[src/rtl/fpconv_int_mod_pkg.sv]
// Shared constants and types for the float-to-integer converter.
package fpconv_int_mod_pkg;

  // Operand layout codes for the atyp input
  localparam logic [1:0] PTYPE_SNGL = 2'd0;
  localparam logic [1:0] PTYPE_DBL  = 2'd1;
  localparam logic [1:0] PTYPE_EXT  = 2'd2;

  // Internal exponent bias and invalid-result patterns
  localparam logic [15:0] FPCI_BIAS      = 16'h7fff;
  localparam logic [63:0] FPCI_INDEF_S64 = 64'h8000_0000_0000_0000;
  localparam logic [63:0] FPCI_INDEF_S32 = 64'h0000_0000_8000_0000;

  // Rounding mode encoding
  typedef enum logic [1:0] {
    FPCI_RM_RNE   = 2'd0,
    FPCI_RM_DOWN  = 2'd1,
    FPCI_RM_UP    = 2'd2,
    FPCI_RM_TRUNC = 2'd3
  } fpci_rm_e;

  // Per-op controls that travel down the pipe with the operand
  typedef struct packed {
    logic     s;
    logic     is_s;
    logic     is_32;
    fpci_rm_e rm;
  } fpci_ctrl_t;

endpackage

[src/rtl/fpconv_int_mod_rshift.sv]
// Two-level 64-bit right shifter (byte step, then bit step) that also
// returns the first discarded bit (guard) and the OR of the rest (sticky).
module fpconv_int_mod_rshift (
  input  logic [63:0] data,
  input  logic [5:0]  amt,
  output logic [63:0] mag,
  output logic        guard,
  output logic        sticky
);

  // Data sits in the top half of a 128-bit window so shifted-out bits survive
  logic [127:0] byte_opts [8];
  logic [127:0] bit_opts  [8];
  logic [127:0] byte_sel;
  logic [127:0] shifted;

  genvar gi;
  generate
    for (gi = 0; gi < 8; gi++) begin : g_lvl
      assign byte_opts[gi] = {data, 64'b0} >> (8 * gi);
      assign bit_opts[gi]  = byte_sel >> gi;
    end
  endgenerate

  assign byte_sel = byte_opts[amt[5:3]];
  assign shifted  = bit_opts[amt[2:0]];

  assign mag    = shifted[127:64];
  assign guard  = shifted[63];
  assign sticky = |shifted[62:0];

endmodule

[src/rtl/fpconv_int_mod.sv]
// Three-stage float-to-integer converter: unpack, align, round/range/select.
module fpconv_int_mod
  import fpconv_int_mod_pkg::*;
#(
  parameter logic [15:0] BIAS      = FPCI_BIAS,
  parameter logic [63:0] INDEF_S64 = FPCI_INDEF_S64
) (
  input  logic        clk,
  input  logic        rst,
  input  logic        clkEn,
  input  logic        en,
  input  logic [81:0] A,
  input  logic [1:0]  atyp,
  input  logic        isS,
  input  logic        is32,
  input  logic [1:0]  rmode,
  output logic [63:0] res,
  output logic        fInv,
  output logic        fInx,
  output logic        alt
);

  // Stage 1 state
  logic        v1_reg, nan1_reg;
  fpci_ctrl_t  ctrl1_reg;
  logic [63:0] m1_reg;
  logic [16:0] n1_reg;       // two's complement, bit 16 = negative
  // Stage 2 state
  logic        v2_reg, inv2_reg, g2_reg, st2_reg;
  fpci_ctrl_t  ctrl2_reg;
  logic [63:0] mag2_reg;
  // Output state
  logic        alt_reg, inv_reg, inx_reg;
  logic [63:0] res_reg;

  // Unpack the operand according to its layout and compute the unbiased exponent
  logic        s_u;
  logic [15:0] e_u;
  logic [63:0] m_u;
  always_comb begin
    s_u = A[81];
    e_u = {A[65], A[80:66]};
    m_u = {A[64:33], A[31:0]};
    case (atyp)
      PTYPE_SNGL: begin
        s_u = A[31];
        e_u = {A[32], {7{~A[32]}}, A[30:23]};
        m_u = {1'b1, A[22:0], 40'b0};
        if (e_u == 16'h0 && A[22:0] == 23'h0) m_u = 64'h0;
      end
      PTYPE_DBL: begin
        s_u = A[64];
        e_u = {A[65], {4{~A[65]}}, A[63:53]};
        m_u = {1'b1, A[52:33], A[31:0], 11'b0};
        if (e_u == 16'h0 && A[52:33] == 20'h0 && A[31:0] == 32'h0) m_u = 64'h0;
      end
      default: ;
    endcase
  end

  // Stage 1 registers: unpacked operand, special-value class, exponent
  always_ff @(posedge clk) begin
    if (rst) begin
      v1_reg    <= 1'b0;
      nan1_reg  <= 1'b0;
      ctrl1_reg <= '0;
      m1_reg    <= '0;
      n1_reg    <= '0;
    end else if (clkEn) begin
      v1_reg    <= en;
      nan1_reg  <= (e_u == 16'hffff);
      ctrl1_reg <= '{s: s_u, is_s: isS, is_32: is32, rm: fpci_rm_e'(rmode)};
      m1_reg    <= m_u;
      n1_reg    <= {1'b0, e_u} - {1'b0, BIAS};
    end
  end

  // Alignment: shift by 63 - n, which for 0 <= n <= 63 is ~n[5:0]
  logic [63:0] sh_mag;
  logic        sh_g, sh_st;
  fpconv_int_mod_rshift u_rshift (
    .data   (m1_reg),
    .amt    (~n1_reg[5:0]),
    .mag    (sh_mag),
    .guard  (sh_g),
    .sticky (sh_st)
  );

  // Pick the integer part and guard/sticky for negative, in-range and huge exponents
  logic [63:0] mag_a;
  logic        g_a, st_a, inv_a;
  always_comb begin
    mag_a = 64'h0;
    g_a   = 1'b0;
    st_a  = 1'b0;
    inv_a = nan1_reg | (~n1_reg[16] & (|n1_reg[15:6]));
    if (n1_reg[16]) begin
      // Pure fraction: only n = -1 puts the top mantissa bit at the half position
      if (n1_reg == 17'h1ffff) begin
        g_a  = m1_reg[63];
        st_a = |m1_reg[62:0];
      end else begin
        st_a = |m1_reg;
      end
    end else if (!inv_a) begin
      mag_a = sh_mag;
      g_a   = sh_g;
      st_a  = sh_st;
    end
  end

  // Stage 2 registers: aligned magnitude and rounding bits
  always_ff @(posedge clk) begin
    if (rst) begin
      v2_reg    <= 1'b0;
      inv2_reg  <= 1'b0;
      g2_reg    <= 1'b0;
      st2_reg   <= 1'b0;
      ctrl2_reg <= '0;
      mag2_reg  <= '0;
    end else if (clkEn) begin
      v2_reg    <= v1_reg;
      inv2_reg  <= inv_a;
      g2_reg    <= g_a;
      st2_reg   <= st_a;
      ctrl2_reg <= ctrl1_reg;
      mag2_reg  <= mag_a;
    end
  end

  // Round, range-check against the target width, negate and select the result
  logic        inc;
  logic [64:0] mag_r, lim_pow;
  logic        in_range, inv_f;
  logic [63:0] val, res_next;
  always_comb begin
    case (ctrl2_reg.rm)
      FPCI_RM_RNE:  inc = g2_reg & (st2_reg | mag2_reg[0]);
      FPCI_RM_DOWN: inc = ctrl2_reg.s & (g2_reg | st2_reg);
      FPCI_RM_UP:   inc = ~ctrl2_reg.s & (g2_reg | st2_reg);
      default:      inc = 1'b0;
    endcase
    mag_r   = {1'b0, mag2_reg} + {64'h0, inc};
    lim_pow = ctrl2_reg.is_32 ? (65'h1 << 31) : (65'h1 << 63);
    if (ctrl2_reg.is_s)
      in_range = ctrl2_reg.s ? (mag_r <= lim_pow) : (mag_r < lim_pow);
    else
      in_range = ctrl2_reg.s ? (mag_r == 65'h0) : (mag_r < (lim_pow << 1));
    inv_f = inv2_reg | ~in_range;

    val = mag_r[63:0];
    if (ctrl2_reg.s && ctrl2_reg.is_s) val = ~val + 64'h1;
    if (ctrl2_reg.is_32) val[63:32] = 32'h0;

    res_next = val;
    if (inv_f) begin
      if (ctrl2_reg.is_s)
        res_next = ctrl2_reg.is_32 ? FPCI_INDEF_S32 : INDEF_S64;
      else
        res_next = ctrl2_reg.is_32 ? 64'h0000_0000_ffff_ffff : 64'hffff_ffff_ffff_ffff;
    end
  end

  // Output registers: result and flags update only for valid ops
  always_ff @(posedge clk) begin
    if (rst) begin
      alt_reg <= 1'b0;
      res_reg <= '0;
      inv_reg <= 1'b0;
      inx_reg <= 1'b0;
    end else if (clkEn) begin
      alt_reg <= v2_reg;
      if (v2_reg) begin
        res_reg <= res_next;
        inv_reg <= inv_f;
        inx_reg <= (g2_reg | st2_reg) & ~inv_f;
      end
    end
  end

  assign res  = res_reg;
  assign fInv = inv_reg;
  assign fInx = inx_reg;
  assign alt  = alt_reg;

endmodule

[config.mk]
export PLATFORM = sky130hd
export DESIGN_NAME = fpconv_int_mod
export DESIGN_NICKNAME = d
export VERILOG_FILES = /design/src/rtl/fpconv_int_mod_pkg.sv /design/src/rtl/fpconv_int_mod_rshift.sv /design/src/rtl/fpconv_int_mod.sv
export SDC_FILE = /design/constraint.sdc
export NUM_CORES = 1
export LEC_CHECK = 0
export BUFFER_PORTS_ARGS = -buffer_cell sky130_fd_sc_hd__buf_2
export CAP_MARGIN = 20
export CORE_ASPECT_RATIO = 1.1
export CORE_UTILIZATION = 50
export CTS_CLUSTER_DIAMETER = 80
export DETAILED_ROUTE_END_ITERATION = 10
export HOLD_SLACK_MARGIN = 0.02
export MAX_ROUTING_LAYER = met4
export PLACE_DENSITY = 0.82
export SETUP_SLACK_MARGIN = 0.2
export SYNTH_ARGS = -nofsm -noshare
export SYNTH_HDL_FRONTEND = slang
export SYNTH_SLANG_ARGS = --single-unit
[constraint.sdc]
create_clock -name clk -period 4.2 [get_ports clk]
set_input_delay 0.21 -clock clk [delete_from_list [all_inputs] [get_ports clk]]
set_output_delay 0.21 -clock clk [all_outputs]
set_load 0.01 [all_outputs]
==> flow_metrics.env <==
export IMPL_status="finished with violations"
export IMPL_violations="setup timing"
export IMPL_ant_nets=0
export IMPL_setup_tns_final_ns=-20.67
export IMPL_die_w_um=183
export IMPL_synth_top_cell_by_area="dfxtp_1"
export IMPL_via_per_inst=6.26
export IMPL_p_seq_frac=0.383
export IMPL_worstPathRequired_ns=4.69
export IMPL_root_buffer="clkbuf_16"
export IMPL_slew_violations=0
export IMPL_ys_top_cells_by_area="dfxtp_1 25%, mux2i_1 9.2%, nor2_1 6.4%"
export IMPL_synth_fp_nets=2463
export IMPL_ys_seq_elements=228
export IMPL_fin_worst_skew_ns=0.0138
export IMPL_p_sw_frac=0.319
export IMPL_drcViolationCount=0
export IMPL_synth_top_area_share=0.253
export IMPL_hp_class="in2reg"
export IMPL_grt_use_total=0.357
export IMPL_antenna_found_initial=2
export IMPL_hold_violations=0
export IMPL_max_freq_mhz=215
export IMPL_die_h_um=201
export IMPL_slowest_delay_ns=0.57
export IMPL_drive_above_1_share=0.240
export IMPL_synthCells=2360
export IMPL_worstPathArrival_ns=5.14
export IMPL_crit_type="reg2reg"
export IMPL_synth_top_flop_cell="dfxtp_1"
export IMPL_cts_clk_slew_worst_paths_ns=0.06
export IMPL_utilization=0.614
export IMPL_gp_congestion=1.09
export IMPL_cts_max_path_buffers=3
export IMPL_clkPwrFrac=0.371
export IMPL_die_area_sq_mm=0.0369
export IMPL_ir_worst_vdd_uv=281
export IMPL_intPower_uw=4230
export IMPL_post_drt_wl_per_cell_um=21.3
export IMPL_rrSetupSlack_ns=-0.46
export IMPL_core_rowCount=72
export IMPL_ys_seq_area_frac=0.253
export IMPL_grt_max_degree=163
export IMPL_netlist_area_sq_mm=0.0181
export IMPL_path_max_fanout=5
export IMPL_grt_pass1_vias=18533
export IMPL_drt_iter0_drc=1586
export IMPL_area_growth_pct=20.3
export IMPL_cts_buffers=25
export IMPL_core_sq_mm=0.0354
export IMPL_leakagePower_uw=0.00824
export IMPL_ioPinCount=159
export IMPL_worst_slack_ns=-0.456
export IMPL_cts_max_level=1
export IMPL_fin_nets=2664
export IMPL_synth_edf_count=0
export IMPL_grt_pass1_wl_um=102000
export IMPL_yosysMostFrequentCell="nor2_1"
export IMPL_port_buffers=158
export IMPL_cpMaxStageDelayCell="or4_4"
export IMPL_p_comb_frac=0.246
export IMPL_path_cells="inv_2 > ha_4 > xor2_1 > o211ai_1 > a21oi_2 > ha_2 > ha_4 > inv_1 > ha_1 > nor4b_4 > a31oi_1 > o21bai_2 > a2111oi_4 > nand4_2 > or4_4 > nor4_4 > buf_4 > buf_4 > nor2_1 > xnor2_1 > o22ai_2 > nor3_4"
export IMPL_max_cap_violations=0
export IMPL_cts_tree="yes"
export IMPL_slew_headroom=0.251
export IMPL_cts_sinks=228
export IMPL_yosysWarningCount=0
export IMPL_routed_wl_um=65300
export IMPL_min_period_ns=4.66
export IMPL_rsz0062_at_grt="yes"
export IMPL_switching_power_uw=1990
export IMPL_synthDistinctLibCells=95
export IMPL_finalSetupViolations=66
export IMPL_worstMarginPinSlew_ns=1.11
export IMPL_fin_crit_sh=1.11
export IMPL_clk_latency_ns=0.56
export IMPL_grt_ovfl_total=0
export IMPL_critPathLaunchType="flop"
export IMPL_synth_avg_cell_area_sq_um=7.65
export IMPL_vias=19182
export IMPL_synth_common_cells="306 x nor2_1, 236 x nand2_1, 228 x dfxtp_1, 166 x mux2i_1, 149 x clkbuf_1"
export IMPL_drt_pre_antenna_iters=7
export IMPL_dp_hpwl_um=48900
export IMPL_powerDensity_mw_per_mm2=286
export IMPL_dp_slack_ns=-0.536
export IMPL_start_util=0.510
export IMPL_postSynth_asyncResetShare=0
export IMPL_end_kind="flop"
-- cells by family (layout without fill, tap and decap cells) --
| family | after synthesis | in the layout | share of synthesized area |
|---|---|---|---|
| AOI/OAI and AO/OA | 584 | 584 | 0.222 |
| xor gates and xnor gates | 138 | 138 | 0.0669 |
| adders and majority gates | 11 | 11 | 0.00762 |
| buffers and inverters | 250 | 470 | 0.0595 |
| DFF | 228 | 228 | 0.253 |
| muxes | 216 | 216 | 0.135 |
| other | 0 | 2 | 0 |
| and+or+nand+nor | 933 | 933 | 0.256 |
-- cell usage in the layout (no fill, tap or decap), types with 13 or more instances in the layout --
cell type / instances
dfxtp_1: 221
nor4_1: 34
and3_1: 18
dlygate4sd3_1: 17
inv_1: 28
xor2_1: 35
a211oi_2: 31
nor2_1: 302
a21oi_1: 125
a221oi_1: 16
nand4_1: 38
o211ai_1: 41
mux2i_1: 166
mux2_2: 30
a31oi_1: 34
nor3_1: 64
o21ai_0: 126
nor2b_1: 14
a211oi_1: 23
or3_1: 14
a22o_1: 33
buf_4: 199
buf_2: 155
clkbuf_16: 27
xnor2_1: 100
nand2_1: 236
nor3_2: 31
o22ai_1: 34
mux4_2: 19
nand3_1: 85
and2_1: 13
a22oi_1: 35
-- per-stage QoR --
step / total power [uW] / hold WS, ns / instance area (sq um) / instances
2_1_floorplan: 3330 / 0.354 / 18200 / 2360
6_report: 6220 / 0.0376 / 21700 / 3063
3_5_place_dp: 3850 / 0.459 / 20200 / 2970
4_1_cts: 6150 / 0.0216 / 21400 / 3045
5_1_grt: 6460 / 0.0623 / 21700 / 3063
3_3_place_gp: 3820 / 0.448 / 20200 / 2970
-- metal layers --
layer	up-vias	global-route usage	routed length [um]
met5	-	-	0
met3	226	0.0386	4490
met2	912	0.597	31500
met4	0	0.207	4290
li1	9041	-	-
met1	9003	0.412	25100
-- layout make-up --
type                            instances  area [sq um]
Fill cell                            3101         13700
Multi-Input combinational cell       1882         12800
Sequential cell                       228          4580
Timing Repair Buffer                  391          2770
Clock buffer                           36           717
Tap cell                              481           602
Clock inverter                         10           139
Inverter                               33           124
Antenna cell                            2          5.00
-- critical path: cells and delay by family, from the launching register on --
kind,cells,cell delay [ns]
adder cells (fa/ha/maj),4,0.76
AND/OR/NAND/NOR,6,1.51
AO/OA/AOI/OAI,6,1.10
XOR/XNOR,2,0.41
flip-flops,1,0.32
buffers and inverters,4,0.47
-- worst paths after layout --
path / startpoint / end / cells after the start
hold / removal: A[79] / n1_reg[13] / 4
hold reg to reg: res[63] / res[63] / 2
setup / recovery: ctrl2_reg[0] / res[38] / 22
setup reg to reg: ctrl2_reg[0] / res[38] / 22
-- power groups by stage --
stage / sequential (uW) / combinational [uW] / clock [uW]
finish: 2380 / 1530 / 2300
global route: 2390 / 1640 / 2430
CTS: 2370 / 1460 / 2320
detailed placement: 2420 / 1430 / 0
global placement: 2420 / 1400 / 0
floorplan: 2350 / 981 / 0
-- timing repair --
action,4_1_cts,5_1_grt
pin swaps,8,30
endpoints found under the hold margin,17,0
setup endpoints to repair,66,67
hold buffers,17,0
resized for setup,18,34
setup buffers,10,13
gates cloned,2,3
No activity file was read; power rests on OpenSTA's default activity.
